[src/rtl/mcpu_alu_sequencer.sv]
`default_nettype none
// +----------------------------------------------------------------------------+
// | mcpu_alu_sequencer                                                         |
// | Issues register-file operands to the external MCPU ALU and writes back.    |
// | Revision: 1.0                                                              |
// +----------------------------------------------------------------------------+
module mcpu_alu_sequencer #(
    parameter int CMD_SIZE  = 2,
    parameter int WORD_SIZE = 2,
    parameter int REG_ADDR  = 2
) (
    input  logic                 clk,
    input  logic                 reset_n,
    input  logic                 instr_valid,
    output logic                 instr_ready,
    input  logic                 instr_load,
    input  logic [CMD_SIZE-1:0]  instr_op,
    input  logic [REG_ADDR-1:0]  instr_rd,
    input  logic [REG_ADDR-1:0]  instr_rs1,
    input  logic [REG_ADDR-1:0]  instr_rs2,
    input  logic [WORD_SIZE-1:0] instr_imm,
    output logic [CMD_SIZE-1:0]  alu_opcode,
    output logic [WORD_SIZE-1:0] alu_r1,
    output logic [WORD_SIZE-1:0] alu_r2,
    input  logic [WORD_SIZE-1:0] alu_out,
    input  logic                 alu_ovf,
    output logic                 rsp_valid,
    input  logic                 rsp_ready,
    output logic [WORD_SIZE-1:0] rsp_data,
    output logic                 rsp_ovf,
    input  logic [REG_ADDR-1:0]  dbg_addr,
    output logic [WORD_SIZE-1:0] dbg_data
);

    localparam int                  c_nregs   = 2 ** REG_ADDR;
    localparam logic [1:0]          c_st_idle = 2'd0;
    localparam logic [1:0]          c_st_exec = 2'd1;
    localparam logic [1:0]          c_st_resp = 2'd2;
    localparam logic [CMD_SIZE-1:0] c_op_add  = CMD_SIZE'(3);

    logic [1:0]           r_state;
    logic [REG_ADDR-1:0]  r_rd;
    logic [WORD_SIZE-1:0] r_regs [c_nregs];
    logic                 r_instr_ready;
    logic                 r_rsp_valid;
    logic [WORD_SIZE-1:0] r_rsp_data;
    logic                 r_rsp_ovf;
    logic [CMD_SIZE-1:0]  r_alu_opcode;
    logic [WORD_SIZE-1:0] r_alu_r1;
    logic [WORD_SIZE-1:0] r_alu_r2;

    always_ff @(posedge clk) begin
        if (!reset_n) begin
            r_state       <= c_st_idle;
            r_rd          <= '0;
            r_instr_ready <= 1'b1;
            r_rsp_valid   <= 1'b0;
            r_rsp_data    <= '0;
            r_rsp_ovf     <= 1'b0;
            r_alu_opcode  <= '0;
            r_alu_r1      <= '0;
            r_alu_r2      <= '0;
            for (int i = 0; i < c_nregs; i++) r_regs[i] <= '0;
        end else begin
            case (r_state)
                c_st_idle: begin
                    if (instr_valid) begin
                        r_instr_ready <= 1'b0;
                        if (instr_load) begin
                            r_regs[instr_rd] <= instr_imm;
                            r_rsp_data       <= instr_imm;
                            r_rsp_ovf        <= 1'b0;
                            r_rsp_valid      <= 1'b1;
                            r_state          <= c_st_resp;
                        end else begin
                            // Operands captured here, so rd == rs uses the old value
                            r_alu_opcode <= instr_op;
                            r_alu_r1     <= r_regs[instr_rs1];
                            r_alu_r2     <= r_regs[instr_rs2];
                            r_rd         <= instr_rd;
                            r_state      <= c_st_exec;
                        end
                    end
                end
                c_st_exec: begin
                    r_regs[r_rd] <= alu_out;
                    r_rsp_data   <= alu_out;
                    r_rsp_ovf    <= (r_alu_opcode == c_op_add) && alu_ovf;
                    r_rsp_valid  <= 1'b1;
                    r_state      <= c_st_resp;
                end
                c_st_resp: begin
                    if (rsp_ready) begin
                        r_rsp_valid   <= 1'b0;
                        r_instr_ready <= 1'b1;
                        r_state       <= c_st_idle;
                    end
                end
                default: begin
                    r_rsp_valid   <= 1'b0;
                    r_instr_ready <= 1'b1;
                    r_state       <= c_st_idle;
                end
            endcase
        end
    end

    assign instr_ready = r_instr_ready;
    assign rsp_valid   = r_rsp_valid;
    assign rsp_data    = r_rsp_data;
    assign rsp_ovf     = r_rsp_ovf;
    assign alu_opcode  = r_alu_opcode;
    assign alu_r1      = r_alu_r1;
    assign alu_r2      = r_alu_r2;
    assign dbg_data    = r_regs[dbg_addr];

endmodule
`default_nettype wire

[config.mk]
export PLATFORM = sky130hd
export DESIGN_NAME = mcpu_alu_sequencer
export DESIGN_NICKNAME = d
export VERILOG_FILES = /design/src/rtl/mcpu_alu_sequencer.sv
export SDC_FILE = /design/constraint.sdc
export NUM_CORES = 1
export LEC_CHECK = 0
export CAP_MARGIN = 0
export CORE_UTILIZATION = 49
export CTS_BUF_LIST = sky130_fd_sc_hd__clkbuf_2
export DETAILED_ROUTE_END_ITERATION = 8
export PLACE_DENSITY = 0.78
export SLEW_MARGIN = 40
export SYNTH_ARGS = -nofsm -noshare
export SYNTH_HDL_FRONTEND = slang
export SYNTH_SLANG_ARGS = --single-unit
[constraint.sdc]
create_clock -name clk -period 1.97 [get_ports clk]
set_clock_uncertainty 0.15 [all_clocks]
set_input_delay 0.4925 -clock clk [delete_from_list [all_inputs] [get_ports clk]]
set_output_delay 0.4925 -clock clk [all_outputs]
set_load 0.05 [all_outputs]
==> results.yml, run 1 <==
timing:
  max_freq_mhz: 459
  relSlewSlack_pct: 70.4
  rsz0062_at_grt: "yes"
  setup_ws_ps: -209
  whs_ps: 323
  slew_violations: 0
  tightest_slew_ps: 441
  setup_viol: 2
  fin_crit_sh_pct: 111
  finalHoldViolCount: 0
  min_period_ps: 2180
clocking:
  clock-root-buffer: "clkbuf_2"
  insertion_delay_ps: 340
  cts_tree: "built"
  cts_buffers: 3
  cts_num_sinks: 23
  path_clk_slew_ps: 210
  htreeDepth: 1
  clk_path_buf_depth: 2
synth:
  synth_commonest_cells: "dfxtp_1, edfxtp_1, nor2_1"
  synth_cell_types: 36
  synth_warnings: 0
  synth_edf_count: 8
  synthesis.area_per_instance_sq_um: 11.6
  ys.flop_type: "dfxtp_1"
  synthTopCellsByArea: "dfxtp_1, edfxtp_1, mux4_2"
  async_flop_share_pct: 0
  synth_area_sq_mm: 0.00122
  yosysMostFrequentCell: "dfxtp_1"
  synth_fp_nets: 125
  yosysTopAreaCell: "dfxtp_1"
  post-synth-top-area-fraction_pct: 24.6
  synth_seq_cells: 23
  syn_inst: 105
  yosysSeqAreaShare_pct: 44.3
setup_path:
  criticalPathCategory: "reg2out"
  cp_num_buf_inv: 1
  reg2reg_from: "r_state[0]$_SDFFE_PN0P_"
  reg2reg_to: "r_regs[1][1]$_SDFFCE_PN0P_"
  slowest_stage: "mux4_2"
  r2r_cells: 4
  max_stage_delay_ps: 530
  crit_chain: "mux4_2 -> buf_8"
  worstPathRequired_ps: 1330
  setup.worst_path.end_class: "primary output"
  critPathTopFamily: "multiplexers"
  crit_arrival_ps: 1540
  crit_path_start_kind: "register"
  cp_max_fo: 2
  r2r_setup_slack_ps: 190
flow_run:
  max_cap_viol_count: 0
drt:
  viasPerCell: 5.82
  dr.pass1.iters: 4
  ant_nets: 0
  wl_per_cell_microns: 16.0
  drtIter0Drc: 8
  wl_mm: 3.09
  drc: 0
  vias: 1123
floorplanning:
  dieArea_sq_mm: 0.00269
  dieWidth_microns: 51.9
  die_h_microns: 51.9
  start_util_pct: 53.6
  ios: 33
  row_count: 17
  core_sq_mm: 0.00228
finish:
  n_antenna_cell: 0
  n_fill_cell: 150
  final_cell_area_sq_mm: 0.00177
  area_delta_synth_final_pct: 44.7
  drive_above_1_share_pct: 35.2
  final_nets: 186
grt:
  grt_pass1_vias: 1072
  grt_pass1_wl_mm: 4.86
  gr-usage-all-layers_pct: 25.4
  grt_max_degree: 13
  antenna_found_initial: 0
  overflow: 0
worst_hold_path:
  hp-start: "alu_r2[0]$_SDFFE_PN0P_"
  min_path_type: "reg2reg"
  holdPathEnd: "alu_r2[0]$_SDFFE_PN0P_"
  hold_depth: 2
placement:
  io_buffers: 32
  dp_hpwl_mm: 2.42
  placed_cell_area_sq_mm: 0.00168
  place_congestion: 0.834
power_and_ir_drop:
  vdd.ir_drop.worst_mv: 0.562
  p_per_area_mw_per_mm2: 595
  leakage_uw: 0.000731
status:
  status: "finished with violations"
  violations: "negative setup slack"
## flip-flops by register name, indices dropped and copies added, names as in the netlist
register	flops
alu_opcode	2
alu_r1	2
alu_r2	2
instr_ready	1
r_rd	2
r_regs	8
r_state	2
rsp_data	2
rsp_ovf	1
rsp_valid	1
## worst max path at each step
stage	end	startpoint	cells past startpoint	slack, ps
after global placement	dbg_data[1]	dbg_addr[0]	3	-390
final	dbg_data[1]	r_regs[0][1]$_SDFFCE_PN0P_	2	-210
after CTS	dbg_data[1]	r_regs[0][1]$_SDFFCE_PN0P_	2	-170
after global routing	dbg_data[1]	r_regs[3][1]$_DFFE_PP_	2	-230
after detailed placement	dbg_data[1]	dbg_addr[0]	3	-450
after floorplan	dbg_data[0]	dbg_addr[0]	1	200
## worst min-delay path: stages (launching register included)
cell and delay [ps]:
dfxtp_1 350, nand2_1 50, o2bb2ai_1 60
## what timing repair did
item,CTS,global route
pin swaps,0,1
endpoints found under the hold margin,0,0
buffers inserted,3,3
hold buffers,0,0
resized for setup,6,2
endpoints found under the setup margin,3,7
## layout by cell type, fill, tap and decap left out, drive strengths merged
cell type       n
mux2            2
nor2b           1
o2bb2ai         5
clkbuf          4
nor4b           1
and2b           1
and4bb          2
a32o            2
a21oi           4
nor4            2
o21a            3
dfxtp          15
a311o           1
a31oi           2
nand2           7
o21ai           2
and3b           1
o31a            1
nand4           1
mux4            6
and2            1
edfxtp          8
a31o            2
nand4bb         2
a32oi           2
o21bai          2
nor2            8
clkdlybuf4s50  17
o311a           2
o31ai           1
mux2i           4
dlygate4sd2     2
inv             5
nor3            4
buf            42
## cell type report
cell class | count | area [sq um] | area share [%]
Clock buffer | 4 | 20.0 | 1.13
Inverter | 5 | 18.8 | 1.06
Timing Repair Buffer | 61 | 514 | 29.1
Multi-Input combinational cell | 72 | 636 | 36.0
Sequential cell | 23 | 542 | 30.7
Tap cell | 28 | 35.0 | 1.98
## kinds of logic (layout without fill, tap and decap cells)
logic type	Yosys count	count (layout)	share of synthesized area, %
mux	12	12	16.2
buf+inv	10	70	4.51
flops	23	23	44.3
compound gates	29	29	18.5
simple gates	31	31	16.5
## per-stage QoR
step	std cells	power (uW)	setup TNS [ps]	setup slack, ps	utilization [%]
after global routing	193	1090	-412	-228	77.6
after floorplan	105	715	0	200	-
after global placement	183	836	-4470	-387	73.8
after detailed placement	183	847	-5590	-448	73.8
after CTS	190	1040	-332	-170	76.3
final	193	1050	-353	-209	77.6
## power breakdown
part | internal [uW] | switching [uW]
Clock | 53.7 | 141
Combinational | 156 | 156
Sequential | 521 | 22.7
Total | 731 | 320
## per-layer routing
metal | part of all wire (%) | wire length [microns] | GRT usage, % | vias up
met5 | 0 | 0 | 0 | -
li1 | - | - | - | 539
met4 | 2.4 | 73 | 4.95 | 0
met1 | 43 | 1320 | 29.0 | 543
met3 | 4.5 | 139 | 8.19 | 6
met2 | 50 | 1550 | 45.7 | 35
Note: power is estimated with default switching activity, not from simulation.
==> run 2: changes to the inputs <==
==> constraint.sdc (replaced) <==
create_clock -name clk -period 1.97 [get_ports clk]
set_clock_uncertainty 0.15 [all_clocks]
set_input_delay 0.197 -clock clk [delete_from_list [all_inputs] [get_ports clk]]
set_output_delay 0.197 -clock clk [all_outputs]
set_load 0.05 [all_outputs]
==> run 2 against run 1 <==
Compared with the run above:
- the flow now finishes without violations
- routed wire length decreased by 12%
- clock power is 2% lower
- total power fell by 3.1%
- count of clock-buffer cells in the layout is the same
- worst hold slack lost 21 ps
==> results.yml, run 2 (same netlist as run 1, synthesis figures left out) <==
clocking:
  post_cts_buffers: 0
  htreeDepth: 1
  insertion_delay_ps: 320
  clk_path_buf_depth: 2
  cts_num_sinks: 23
  clock-root-buffer: "clkbuf_2"
  cts_tree: "built"
  path_clk_slew_ps: 210
  ctsHoldBuffers: 0
  cts_resized: 0
  cts_buffers: 3
timing:
  min_period_ps: 1890
  max_freq_mhz: 528
  finalHoldViolCount: 0
  whs_ps: 302
  fin_crit_sh_pct: 96.1
  setup_ws_ps: 77.3
  setup_viol: 0
  relSlewSlack_pct: 66.3
  tns_ps: 0
  rsz0062_at_grt: "no"
  slew_violations: 0
  tightest_slew_ps: 503
drt:
  dr.pass1.iters: 4
  vias: 1023
  wl_per_cell_microns: 15.3
  viasPerCell: 5.75
  ant_nets: 0
  drtIter0Drc: 42
  wl_mm: 2.73
  drc: 0
floorplanning:
  start_util_pct: 53.6
  core_sq_mm: 0.00228
  row_count: 17
  die_h_microns: 51.9
  ios: 33
  dieArea_sq_mm: 0.00269
  dieWidth_microns: 51.9
finish:
  final_common_cell: "clkdlybuf4s50_1"
  largest_reg_flops: 8
  utilization_pct: 72.9
  top_register: "r_regs"
  area_delta_synth_final_pct: 36.0
  drive_above_1_share_pct: 19.3
  final_cell_area_sq_mm: 0.00166
  layout_common_cells: "clkdlybuf4s50_1, buf_4, dfxtp_1, nor2_1, edfxtp_1"
  n_antenna_cell: 0
  final_nets: 171
power_and_ir_drop:
  swShare_pct: 30.0
  vdd.ir_drop.worst_mv: 0.403
  pwr-share-seq_pct: 53.3
  switchingPower_uw: 306
  p_int_uw: 713
  pwr-share-clk_pct: 18.7
  p_per_area_mw_per_mm2: 614
  leakage_uw: 0.000630
  p_comb_share_pct: 27.9
setup_path:
  critPathTopFamily: "buffers and inverters"
  criticalPathCategory: "reg2out"
  setup.worst_path.end_class: "primary output"
  cp_max_fo: 3
  slowest_stage: "clkdlybuf4s50_1"
  cp_num_buf_inv: 1
  crit_chain: "clkdlybuf4s50_1"
  worstPathRequired_ps: 1620
  max_stage_delay_ps: 810
  crit_path_start_kind: "register"
  crit_arrival_ps: 1550
placement:
  place_congestion: 0.906
  placed_cell_area_sq_mm: 0.00164
  pre_cts_ws_ps: -65.4
  io_buffers: 32
  dp_hpwl_mm: 2.20
flow_run:
  max_cap_viol_count: 0
grt:
  grt_pass1_vias: 1020
  gr-usage-all-layers_pct: 22.9
  antenna_found_initial: 0
  overflow: 0
  grt_max_degree: 16
  grt_pass1_wl_mm: 4.40
worst_hold_path:
  min_path_type: "in2reg"
status:
  status: "finished clean"
## run 2: changes by cell type in the layout (fill, tap and decap cells not counted)
cell and delta:
buf_6 -1, dfxtp_2 -1, buf_4 -24, o31ai_1 +1
o31ai_2 -1, nor4_2 -1, buf_8 -1, nor4_1 +1
dfxtp_1 +1, clkdlybuf4s50_1 +13, dlygate4sd2_1 -2
## run 2: metrics by stage
step / std cells / total power (uW)
global placement: 174 / 830
CTS: 178 / 1030
detailed placement: 174 / 837
floorplan: 105 / 715
global route: 178 / 1070
finish: 178 / 1020
## run 2: area by class of cell
| cell class | instances | area (sq um) |
|---|---|---|
| Multi-Input combinational cell | 72 | 624 |
| Fill cell | 162 | 617 |
| Sequential cell | 23 | 541 |
| Timing Repair Buffer | 46 | 420 |
| Tap cell | 28 | 35.0 |
| Clock buffer | 4 | 20.0 |
| Inverter | 5 | 18.8 |
## run 2: final timing paths
| path | start | end | slack (ps) | cells past startpoint |
|---|---|---|---|---|
| max | alu_opcode[1]$_SDFFE_PN0P_ | alu_opcode[1] | 80 | 1 |
| min | alu_ovf | rsp_ovf$_SDFFE_PN0P_ | 300 | 3 |
| max reg2reg | r_state[0]$_SDFFE_PN0P_ | r_regs[1][0]$_SDFFCE_PN0P_ | 110 | 3 |
| min reg2reg | alu_r2[1]$_SDFFE_PN0P_ | alu_r2[1]$_SDFFE_PN0P_ | 330 | 2 |
## run 2: layer usage
metal	global-route usage (%)	part of all wire, %
met1	28.3	44
met2	40.0	50
met3	3.22	4.8
met4	9.01	0.62
met5	0	0
## run 2: power groups by stage
stage	sequential, uW	combinational [uW]	clock (uW)
2_1_floorplan	591	123	0
4_1_cts	543	285	199
3_3_place_gp	551	280	0
3_5_place_dp	553	284	0
6_report	543	284	191
5_1_grt	546	304	215
==> run 3: changes to the inputs <==
==> constraint.sdc (replaced) <==
create_clock -name clk -period 1.97 [get_ports clk]
set_clock_uncertainty 0.15 [all_clocks]
set_input_delay 0.394 -clock clk [delete_from_list [all_inputs] [get_ports clk]]
set_output_delay 0.394 -clock clk [all_outputs]
set_load 0.05 [all_outputs]
==> run 3 against run 2 <==
Compared with the run above:
- the flow now finishes with violations (negative setup slack)
- critical path depth up 1
- utilization increased by 2.4 points
- routed wire length increased by 5.1%
- clock power up 5%
- setup slack got worse by 120 ps
- flip-flop and latch count unchanged
- non-clock buffer count up 10
- register-to-register slack gained 70 ps
- maximum frequency down 6.1%
- combinational power up 7.0%
- total power rose by 2.6%
==> results.yml, run 3 (same netlist as run 1, synthesis figures left out) <==
setup_path:
  crit_arrival_ps: 1470
  worstPathRequired_ps: 1430
  criticalPathCategory: "reg2out"
  r2r_cells: 4
  crit_path_start_kind: "register"
  setup.worst_path.end_class: "primary output"
  cp_max_fo: 3
floorplanning:
  core_sq_mm: 0.00228
  dieArea_sq_mm: 0.00269
  ios: 33
  row_count: 17
  dieWidth_microns: 51.9
  die_h_microns: 51.9
  start_util_pct: 53.6
clocking:
  cts_num_sinks: 23
  cts_buffers: 3
  htreeDepth: 1
  insertion_delay_ps: 340
  clock-root-buffer: "clkbuf_2"
  clk_path_buf_depth: 2
  path_clk_slew_ps: 220
  cts_tree: "built"
finish:
  multi_input_area_sq_um: 624
  final_nets: 181
  final_common_cell: "buf_4"
  n_antenna_cell: 0
  layout_common_cells: "buf_4, clkdlybuf4s50_1, dfxtp_1, nor2_1, edfxtp_1"
  top_register: "r_regs"
  utilization_pct: 75.3
  fin_cells: 188
  n_fill_cell: 163
  drive_above_1_share_pct: 31.3
  seqCellArea_sq_um: 541
  area_delta_synth_final_pct: 40.4
  largest_reg_flops: 8
grt:
  grt_pass1_vias: 1115
  antenna_found_initial: 0
  overflow: 0
  grt_max_degree: 16
  grt_pass1_wl_mm: 5.01
  gr-usage-all-layers_pct: 25.7
timing:
  slew_violations: 0
  setup_ws_ps: -45.5
  tightest_slew_ps: 375
  max_freq_mhz: 496
  fin_crit_sh_pct: 102
  finalHoldViolCount: 0
  relSlewSlack_pct: 74.8
  min_period_ps: 2020
  tns_ps: -67.1
  rsz0062_at_grt: "yes"
  setup_viol: 2
status:
  status: "finished with violations"
  violations: "negative setup slack"
placement:
  io_buffers: 32
  placed_cells: 177
  place_congestion: 0.839
  dp_hpwl_mm: 2.11
  pre_cts_ws_ps: -237
drt:
  ant_nets: 0
  dr.pass1.iters: 4
  viasPerCell: 5.77
  wl_per_cell_microns: 15.3
  drtIter0Drc: 18
  wl_mm: 2.87
  vias: 1084
  drc: 0
power_and_ir_drop:
  pwr-share-seq_pct: 51.6
  leakage_uw: 0.000704
  p_per_area_mw_per_mm2: 610
  switchingPower_uw: 320
  vdd.ir_drop.worst_mv: 0.397
  p_comb_share_pct: 29.1
  pwr-share-clk_pct: 19.2
  p_int_uw: 724
  swShare_pct: 30.6
worst_hold_path:
  min_path_type: "reg2reg"
  hold_depth: 2
flow_run:
  max_cap_viol_count: 0
-- run 3: cell count changes in the layout (fill, tap and decap cells not counted), sizes merged --
cell / before / now
buf: 16 / 37
clkdlybuf4s50: 30 / 18
dlygate4sd2: 0 / 1
-- run 3: stage by stage --
stage | instance area (sq um) | power (uW) | hold slack, ps
2_1_floorplan | 1220 | 715 | 302
3_3_place_gp | 1630 | 829 | 297
3_5_place_dp | 1630 | 836 | 312
4_1_cts | 1700 | 1040 | 336
5_1_grt | 1710 | 1090 | 363
6_report | 1710 | 1040 | 335
-- run 3: cell type report --
type | count | share of cell area (%)
Clock buffer | 4 | 1.17
Timing Repair Buffer | 56 | 27.7
Multi-Input combinational cell | 72 | 36.5
Inverter | 5 | 1.10
Tap cell | 28 | 2.05
Sequential cell | 23 | 31.6
-- run 3: final timing paths --
kind,from,to,slack [ps]
worst max-delay path,r_regs[1][1]$_SDFFCE_PN0P_,dbg_data[1],-50
worst min-delay path,alu_r2[0]$_SDFFE_PN0P_,alu_r2[0]$_SDFFE_PN0P_,330
worst min register to register,alu_r2[0]$_SDFFE_PN0P_,alu_r2[0]$_SDFFE_PN0P_,330
worst max register to register,r_state[0]$_SDFFE_PN0P_,r_regs[2][1]$_SDFFCE_PN0P_,180
-- run 3: critical path: stages (launching register included) --
cell and delay [ps]:
edfxtp_1 480, mux4_2 480, buf_6 170
-- run 3: power groups by stage --
| stage | sequential (uW) | clock, uW | combinational, uW |
|---|---|---|---|
| after floorplan | 591 | 0 | 123 |
| after global placement | 549 | 0 | 280 |
| after detailed placement | 551 | 0 | 284 |
| after CTS | 539 | 201 | 299 |
| after global routing | 543 | 222 | 328 |
| final | 539 | 201 | 304 |
-- run 3: what timing repair did --
| item | in CTS | in global routing |
|---|---|---|
| setup buffers | 5 | 2 |
| hold buffers | 0 | 0 |
| resized for setup | 3 | 0 |
| endpoints found under the setup margin | 2 | 2 |
-- run 3: routing by layer --
metal / track usage (%) / up-vias / routed length [microns]
li1: - / 524 / -
met1: 32.7 / 521 / 1290
met2: 43.8 / 35 / 1430
met3: 3.51 / 4 / 112
met4: 9.46 / 0 / 31
met5: 0 / - / 0
